==> config.mk <==
export PLATFORM = sky130hd
export DESIGN_NAME = uart_tx_fifo_drain
export DESIGN_NICKNAME = d
export VERILOG_FILES = /design/src/rtl/uart_tx_fifo_drain.sv
export SDC_FILE = /design/constraint.sdc
export NUM_CORES = 1
export LEC_CHECK = 0
export ABC_AREA = 0
export CELL_PAD_IN_SITES_DETAIL_PLACEMENT = 0
export CELL_PAD_IN_SITES_GLOBAL_PLACEMENT = 2
export CORE_MARGIN = 8
export CORE_UTILIZATION = 31
export DETAILED_ROUTE_END_ITERATION = 6
export GPL_TIMING_DRIVEN = 0
export PLACE_DENSITY = 0.75
export SLEW_MARGIN = 5
export SYNTH_ARGS = -nofsm -noshare
export SYNTH_HDL_FRONTEND = slang
export SYNTH_SLANG_ARGS = --single-unit
==> constraint.sdc <==
create_clock -name rclk -period 1.9 [get_ports rclk]
set_input_delay 0.38 -clock rclk [delete_from_list [all_inputs] [get_ports rclk]]
set_output_delay 0.38 -clock rclk [all_outputs]
set_load 0.02 [all_outputs]
==> src/rtl/uart_tx_fifo_drain.sv <==
// UART transmit serializer that drains a TX FIFO read port back-to-back.
// Frame: start, DATA_WIDTH data bits LSB first, optional parity, stop; tx_out idles high.
module uart_tx_fifo_drain #(
  parameter int DATA_WIDTH   = 8,
  parameter int CLKS_PER_BIT = 16
) (
  input  logic                  rclk,
  input  logic                  rrst,
  input  logic                  empty,
  input  logic [DATA_WIDTH-1:0] rdata,
  output logic                  rinc,
  input  logic                  par_en,
  input  logic                  par_typ,
  output logic                  tx_out,
  output logic                  busy
);

  localparam int BAUD_W = $clog2(CLKS_PER_BIT);
  localparam int BIT_W  = (DATA_WIDTH > 1) ? $clog2(DATA_WIDTH) : 1;
  localparam logic [BAUD_W-1:0] BAUD_LAST = BAUD_W'(CLKS_PER_BIT - 1);
  localparam logic [BIT_W-1:0]  BIT_LAST  = BIT_W'(DATA_WIDTH - 1);

  typedef enum logic [2:0] {IDLE, START, DATA, PARITY, STOP} state_t;

  state_t                state, state_nxt;
  logic [BAUD_W-1:0]     baud_cnt, baud_nxt;
  logic [BIT_W-1:0]      bit_cnt, bit_nxt;
  logic [DATA_WIDTH-1:0] shift, shift_nxt;
  logic                  par_en_q, par_en_nxt;
  logic                  par_bit, par_bit_nxt;
  logic                  tx_nxt, busy_nxt;
  logic                  bit_end;

  assign bit_end = (baud_cnt == BAUD_LAST);

  // A pop happens from IDLE or on the final STOP cycle, which gives gap-free draining.
  assign rinc = !rrst && !empty && ((state == IDLE) || ((state == STOP) && bit_end));

  always_comb begin
    state_nxt   = state;
    baud_nxt    = ((state == IDLE) || bit_end) ? '0 : baud_cnt + 1'b1;
    bit_nxt     = bit_cnt;
    shift_nxt   = shift;
    par_en_nxt  = par_en_q;
    par_bit_nxt = par_bit;
    tx_nxt      = 1'b1;
    busy_nxt    = 1'b0;

    if (rinc) begin
      shift_nxt   = rdata;
      par_en_nxt  = par_en;
      par_bit_nxt = ^rdata ^ par_typ;
      baud_nxt    = '0;
      state_nxt   = START;
    end else begin
      case (state)
        START: begin
          if (bit_end) begin
            state_nxt = DATA;
            bit_nxt   = '0;
          end
        end
        DATA: begin
          if (bit_end) begin
            shift_nxt = shift >> 1;
            if (bit_cnt == BIT_LAST) state_nxt = par_en_q ? PARITY : STOP;
            else                     bit_nxt   = bit_cnt + 1'b1;
          end
        end
        PARITY: begin
          if (bit_end) state_nxt = STOP;
        end
        STOP: begin
          if (bit_end) state_nxt = IDLE;
        end
        default: state_nxt = IDLE;
      endcase
    end

    // Outputs are registered, so they are derived from the state being entered.
    busy_nxt = (state_nxt != IDLE);
    case (state_nxt)
      START:   tx_nxt = 1'b0;
      DATA:    tx_nxt = shift_nxt[0];
      PARITY:  tx_nxt = par_bit_nxt;
      default: tx_nxt = 1'b1;
    endcase
  end

  always_ff @(posedge rclk) begin
    if (rrst) begin
      state    <= IDLE;
      baud_cnt <= '0;
      bit_cnt  <= '0;
      shift    <= '0;
      par_en_q <= 1'b0;
      par_bit  <= 1'b0;
      tx_out   <= 1'b1;
      busy     <= 1'b0;
    end else begin
      state    <= state_nxt;
      baud_cnt <= baud_nxt;
      bit_cnt  <= bit_nxt;
      shift    <= shift_nxt;
      par_en_q <= par_en_nxt;
      par_bit  <= par_bit_nxt;
      tx_out   <= tx_nxt;
      busy     <= busy_nxt;
    end
  end

endmodule

==> flow_summary.json, run 1 <==
{
  "worst_slew_pin_slew_ns": 0.505,
  "max-cap-violations": 0,
  "crit_arrival_ns": 1.46,
  "cp_max_fo": 5,
  "grt_max_degree": 13,
  "area_delta_synth_final_pct": 28.7,
  "dr.pass1.iters": 4,
  "hold_path_class": "reg -> reg",
  "vias": 969,
  "ys_warn_count": 0,
  "design_area_sq_um": 1400,
  "hpwl_um": 1890,
  "layout.nets": 166,
  "skew_ns": 0.00426,
  "worstSetupPathType": "in -> out",
  "wl_per_cell_um": 13.3,
  "avgSynthCellArea_sq_um": 8.58,
  "drive_gt1_frac": 0.168,
  "syn_inst": 127,
  "drv_slew": 0,
  "setup_ws_ns": 0.0582,
  "portBuffers": 15,
  "end_kind": "primary output",
  "drcViolationCount": 0,
  "place_ws_ns": -0.597,
  "drtIter0Drc": 48,
  "final.fill_count": 358,
  "power_density_nw_per_um2": 657,
  "clock_sinks": 22,
  "cts_hold_buf": 0,
  "grt_pass1_vias": 903,
  "floorplan.initialDensity": 0.324,
  "syn_area_sq_um": 1090,
  "core-area_sq_um": 3360,
  "post-route-period-util": 0.969,
  "die_area_sq_um": 5670,
  "multi_input_area_sq_um": 657,
  "ant_nets": 0,
  "routed_wl_um": 2600,
  "dieWidth_um": 75.3,
  "max_freq_mhz": 543,
  "slowest_stage": "clkdlybuf4s50_1",
  "status": "complete, no violations",
  "hold_viol_final": 0,
  "num_rows": 21,
  "place.gp.congestion": 0.790,
  "numCtsBuffers": 3,
  "peakVddDrop_mv": 0.271,
  "grt-ovfl-total": 0,
  "cp_data_required_time_ns": 1.52,
  "power_leakage_nw": 0.490,
  "clockBufferDepth": 2,
  "timing.setup.tns_ns": 0,
  "start_kind": "primary input",
  "critical_path.cell_chain": "clkdlybuf4s50_1 -> nor4_4 -> nand2_2 -> inv_4 -> buf_4",
  "relSlewSlack": 0.663,
  "antenna_found_initial": 0,
  "synth_nets": 143,
  "ios": 16,
  "diodes": 0,
  "path_clk_slew_ns": 0.13,
  "dieHeight_um": 75.3,
  "cts_tree": "yes",
  "min_period_ns": 1.84,
  "seqCellArea_sq_um": 443,
  "synth_seq_area_share": 0.404,
  "vias_per_cell": 4.97,
  "grt_pass1_wl_um": 4200,
  "ys_ff_latch": 22,
  "utilization": 0.417,
  "grt_usage": 0.0959,
  "h-tree-depth": 1,
  "yosysUniqueCellTypes": 36,
  "clk_root_buffer_cell": "clkbuf_4",
  "worst_skew_pair.late_latency_ns": 0.32,
  "critPathMaxStageDelay_ns": 0.46,
  "dpl-instance-area_sq_um": 1300,
  "setup_viol": 0
}
## cell families after synthesis
group,synth area share
buffers and inverters,0.0333
XOR/XNOR,0.0850
AND/OR/NAND/NOR,0.271
flip-flops,0.404
adder cells (fa/ha/maj),0.0344
AO/OA/AOI/OAI,0.142
multiplexers,0.0298
## where the power goes
part	total [mW]	switching [mW]	internal, mW
combinational	0.151	0.0676	0.0835
sequential	0.497	0.0144	0.483
clock	0.272	0.155	0.117
## registers in the layout, indices dropped and copies added (netlist names)
name,count
bit_cnt,3
baud_cnt,4
par_bit,1
state,3
busy,1
par_en_q,1
shift,8
tx_out,1
## metal layers
layer	up-vias	global-route usage	part of all wire
li1	491	-	-
met1	459	0.125	0.48
met2	14	0.144	0.45
met3	5	0.0289	0.047
met4	0	0.0384	0.016
met5	-	0	0
## repair_timing
item | CTS | global route
pin swaps | 2 | 2
gates resized for setup | 10 | 7
setup buffers | 2 | 1
endpoints found under the setup margin | 1 | 2
gates cloned | 0 | 0
hold endpoints to repair | 0 | 0
## cells in the final DEF (no fill, tap or decap), types with 2 or more instances in the layout
cell,n
nand2_2,2
nor2_1,17
nand3_1,9
clkbuf_1,3
a311oi_1,8
dfxtp_2,2
nor3b_1,2
or2_0,2
buf_2,2
xor2_1,2
o21ai_2,2
clkdlybuf4s50_1,14
xnor2_1,6
a21oi_1,6
nand2_1,16
ha_1,2
clkbuf_4,3
dfxtp_1,20
inv_1,3
buf_4,4
## area by class of cell
type	instances	share of cell area
multi-input combinational	96	0.468
timing repair buffer	18	0.121
tap	46	0.0410
sequential	22	0.316
inverter	4	0.0125
buffer	5	0.0152
clock buffer	4	0.0259
## final timing paths
check                                  from           to  slack [ns]  cells past startpoint
worst max-delay path                  empty         rinc        0.06                      5
worst min-delay path            baud_cnt[0]  baud_cnt[0]        0.46                      1
worst max register to register   bit_cnt[0]       tx_out        0.15                      7
worst min register to register  baud_cnt[0]  baud_cnt[0]        0.46                      1
## critical path, delay by kind of cell
kind | cells | cell delay, ns
AND/OR/NAND/NOR | 2 | 0.38
buffers and inverters | 3 | 0.70
## metrics by stage
stage / hold WS (ns) / total power, mW / cells
final: 0.461 / 0.921 / 195
after floorplan: 0.418 / 0.591 / 127
after global placement: 0.430 / 0.652 / 188
after detailed placement: 0.445 / 0.650 / 188
after CTS: 0.432 / 0.925 / 194
after global routing: 0.484 / 0.958 / 195
## synth_stat cells, drive strengths merged
cell,number,share of area
a211o,1,0.0080
a21oi,7,0.032
a311oi,8,0.064
a31oi,1,0.0057
and3,1,0.0057
and4b,1,0.0092
buf,2,0.0092
clkbuf,3,0.010
dfxtp,22,0.40
ha,3,0.034
inv,4,0.014
mux2,2,0.021
mux2i,1,0.0092
nand2,18,0.064
nand2b,2,0.018
nand3,11,0.055
nor2,18,0.064
nor2b,1,0.0057
nor3,1,0.0046
nor3b,2,0.014
nor4,1,0.011
o21ai,3,0.017
o311ai,1,0.0080
o31ai,1,0.0069
or2,2,0.011
or4,1,0.0069
xnor2,6,0.048
xnor3,1,0.021
xor2,2,0.016
(Power assumes the default switching activity.)
==> run 2: changes to the inputs <==
Settings changed: ABC_CLOCK_PERIOD_IN_PS set to 2300.
Clock period 1.9 ns to 2.3 ns, I/O delays scaled along.
==> run 2 against run 1 <==
Die area did not move. Global-route usage barely moved. Hold slack improved by 0.0036 ns. Design area fell by 3.1%. Clock skew rose by 0.00093 ns. Critical path depth did not move. Via count fell by 2.1%. Final cell count fell by 1.5%.
==> flow_summary.json, run 2 (same netlist as run 1, synthesis figures left out) <==
{
  "cp_data_required_time_ns": 1.84,
  "drtIter0Drc": 46,
  "layout_commonest_cell": "dfxtp_1",
  "power_leakage_nw": 0.476,
  "worstSetupPathType": "in -> out",
  "max-cap-violations": 0,
  "grt_pass1_wl_um": 4200,
  "layout.nets": 163,
  "dieWidth_um": 75.3,
  "setup_viol": 0,
  "worst_skew_pair.late_latency_ns": 0.31,
  "dr.pass1.iters": 4,
  "hold_path_class": "reg -> reg",
  "peakVddDrop_mv": 0.222,
  "skew_ns": 0.00518,
  "vias": 949,
  "largestRegisters": "shift x8, baud_cnt x4",
  "routed_wl_um": 2550,
  "fin_cells": 192,
  "h-tree-depth": 1,
  "cts_tree": "yes",
  "timing.rr.start": "baud_cnt[0]",
  "utilization": 0.404,
  "dp_cells": 188,
  "place.gp.congestion": 0.790,
  "grt_pass1_vias": 897,
  "reg2reg_depth": 7,
  "floorplan.initialDensity": 0.324,
  "r2r_slack_ns": 0.47,
  "min_period_ns": 2.19,
  "hpwl_um": 1890,
  "cts_hold_buf": 0,
  "p_int_uw": 561,
  "area_delta_synth_final_pct": 24.7,
  "whs_path_depth": 2,
  "seq_power_share": 0.545,
  "largest_reg_flops": 8,
  "clk_root_buffer_cell": "clkbuf_4",
  "clock_sinks": 22,
  "drive_gt1_frac": 0.116,
  "worst_slew_pin_slew_ns": 0.502,
  "crit_arrival_ns": 1.73,
  "worstHoldEndpoint": "bit_cnt[2]",
  "grt-ovfl-total": 0,
  "relSlewSlack": 0.666,
  "ant_nets": 0,
  "vias_per_cell": 4.94,
  "rsz0062_at_grt": "no",
  "final_cell_mix": "dfxtp_1 (22), nor2_1 (17), nand2_1 (16)",
  "hp-start": "bit_cnt[2]",
  "core-area_sq_um": 3360,
  "die_area_sq_um": 5670,
  "largest-register": "shift",
  "end_kind": "primary output",
  "post_cts_buffers": 0,
  "max_freq_mhz": 456,
  "switchingPower_uw": 191,
  "diodes": 0,
  "power.share.switching": 0.254,
  "status": "complete, no violations",
  "portBuffers": 15,
  "clockBufferDepth": 2,
  "grt_max_degree": 13,
  "r2r-end": "tx_out",
  "ios": 16,
  "power_density_nw_per_um2": 554,
  "drv_slew": 0,
  "cp_max_fo": 8,
  "num_rows": 21,
  "wl_per_cell_um": 13.3,
  "power_frac_clock": 0.295,
  "drcViolationCount": 0,
  "post-route-period-util": 0.954,
  "path_clk_slew_ns": 0.13,
  "start_kind": "primary input",
  "hold_viol_final": 0,
  "grt_usage": 0.0962,
  "numCtsBuffers": 3,
  "crit_start": "empty",
  "final.fill_count": 362,
  "dieHeight_um": 75.3,
  "antenna_found_initial": 0,
  "power_frac_comb": 0.161
}
run 2: how the worst max path moves through the flow:
stage / endpoint
global placement: rinc
finish: rinc
CTS: rinc
floorplan: tx_out
global route: rinc
detailed placement: rinc
run 2: through the flow:
stage	power (mW)	TNS [ns]	hold WS, ns	instance area [sq um]	setup slack, ns
global route	0.786	0	0.496	1360	0.0104
global placement	0.538	-0.389	0.430	1300	-0.389
floorplan	0.488	0	0.418	1090	0.704
finish	0.752	0	0.464	1360	0.107
detailed placement	0.537	-0.357	0.445	1300	-0.357
CTS	0.761	0	0.469	1350	0.0327
run 2: metal layers:
metal  GRT usage  vias up  share of wire  wire, um
met2       0.142       15           0.46      1170
met4      0.0384        0         0.0082        21
li1            -      482              -         -
met1       0.125      450           0.46      1180
met5           0        -              0         0
met3      0.0316        2          0.070       179
run 2: power by group through the flow:
stage / logic [mW] / clock network, mW / registers [mW]
after floorplan: 0.0697 / 0 / 0.419
after global placement: 0.120 / 0 / 0.418
after detailed placement: 0.119 / 0 / 0.418
after CTS: 0.122 / 0.229 / 0.410
after global routing: 0.132 / 0.241 / 0.413
final: 0.121 / 0.222 / 0.410
run 2: area by class of cell:
class                   count  area [sq um]  share of cell area
multi-input cells          96           634               0.467
flip-flops and latches     22           440               0.324
repair buffers             15           151               0.111
well taps                  46          57.6              0.0424
clock buffers               4          36.3              0.0267
plain buffers               5          21.3              0.0157
inverters                   4          17.5              0.0129
run 2: worst max-delay path, cell delays in order:
cell and delay [ns]:
clkdlybuf4s50_1 0.46, nor4_4 0.31, nand2_4 0.14, inv_4 0.10, clkdlybuf4s15_2 0.26
run 2: repair_timing:
| action | CTS | global route |
|---|---|---|
| pin swaps | 1 | 0 |
| endpoints found under the hold margin | 0 | 0 |
| endpoints found under the setup margin | 1 | 1 |
| resized for setup | 5 | 3 |
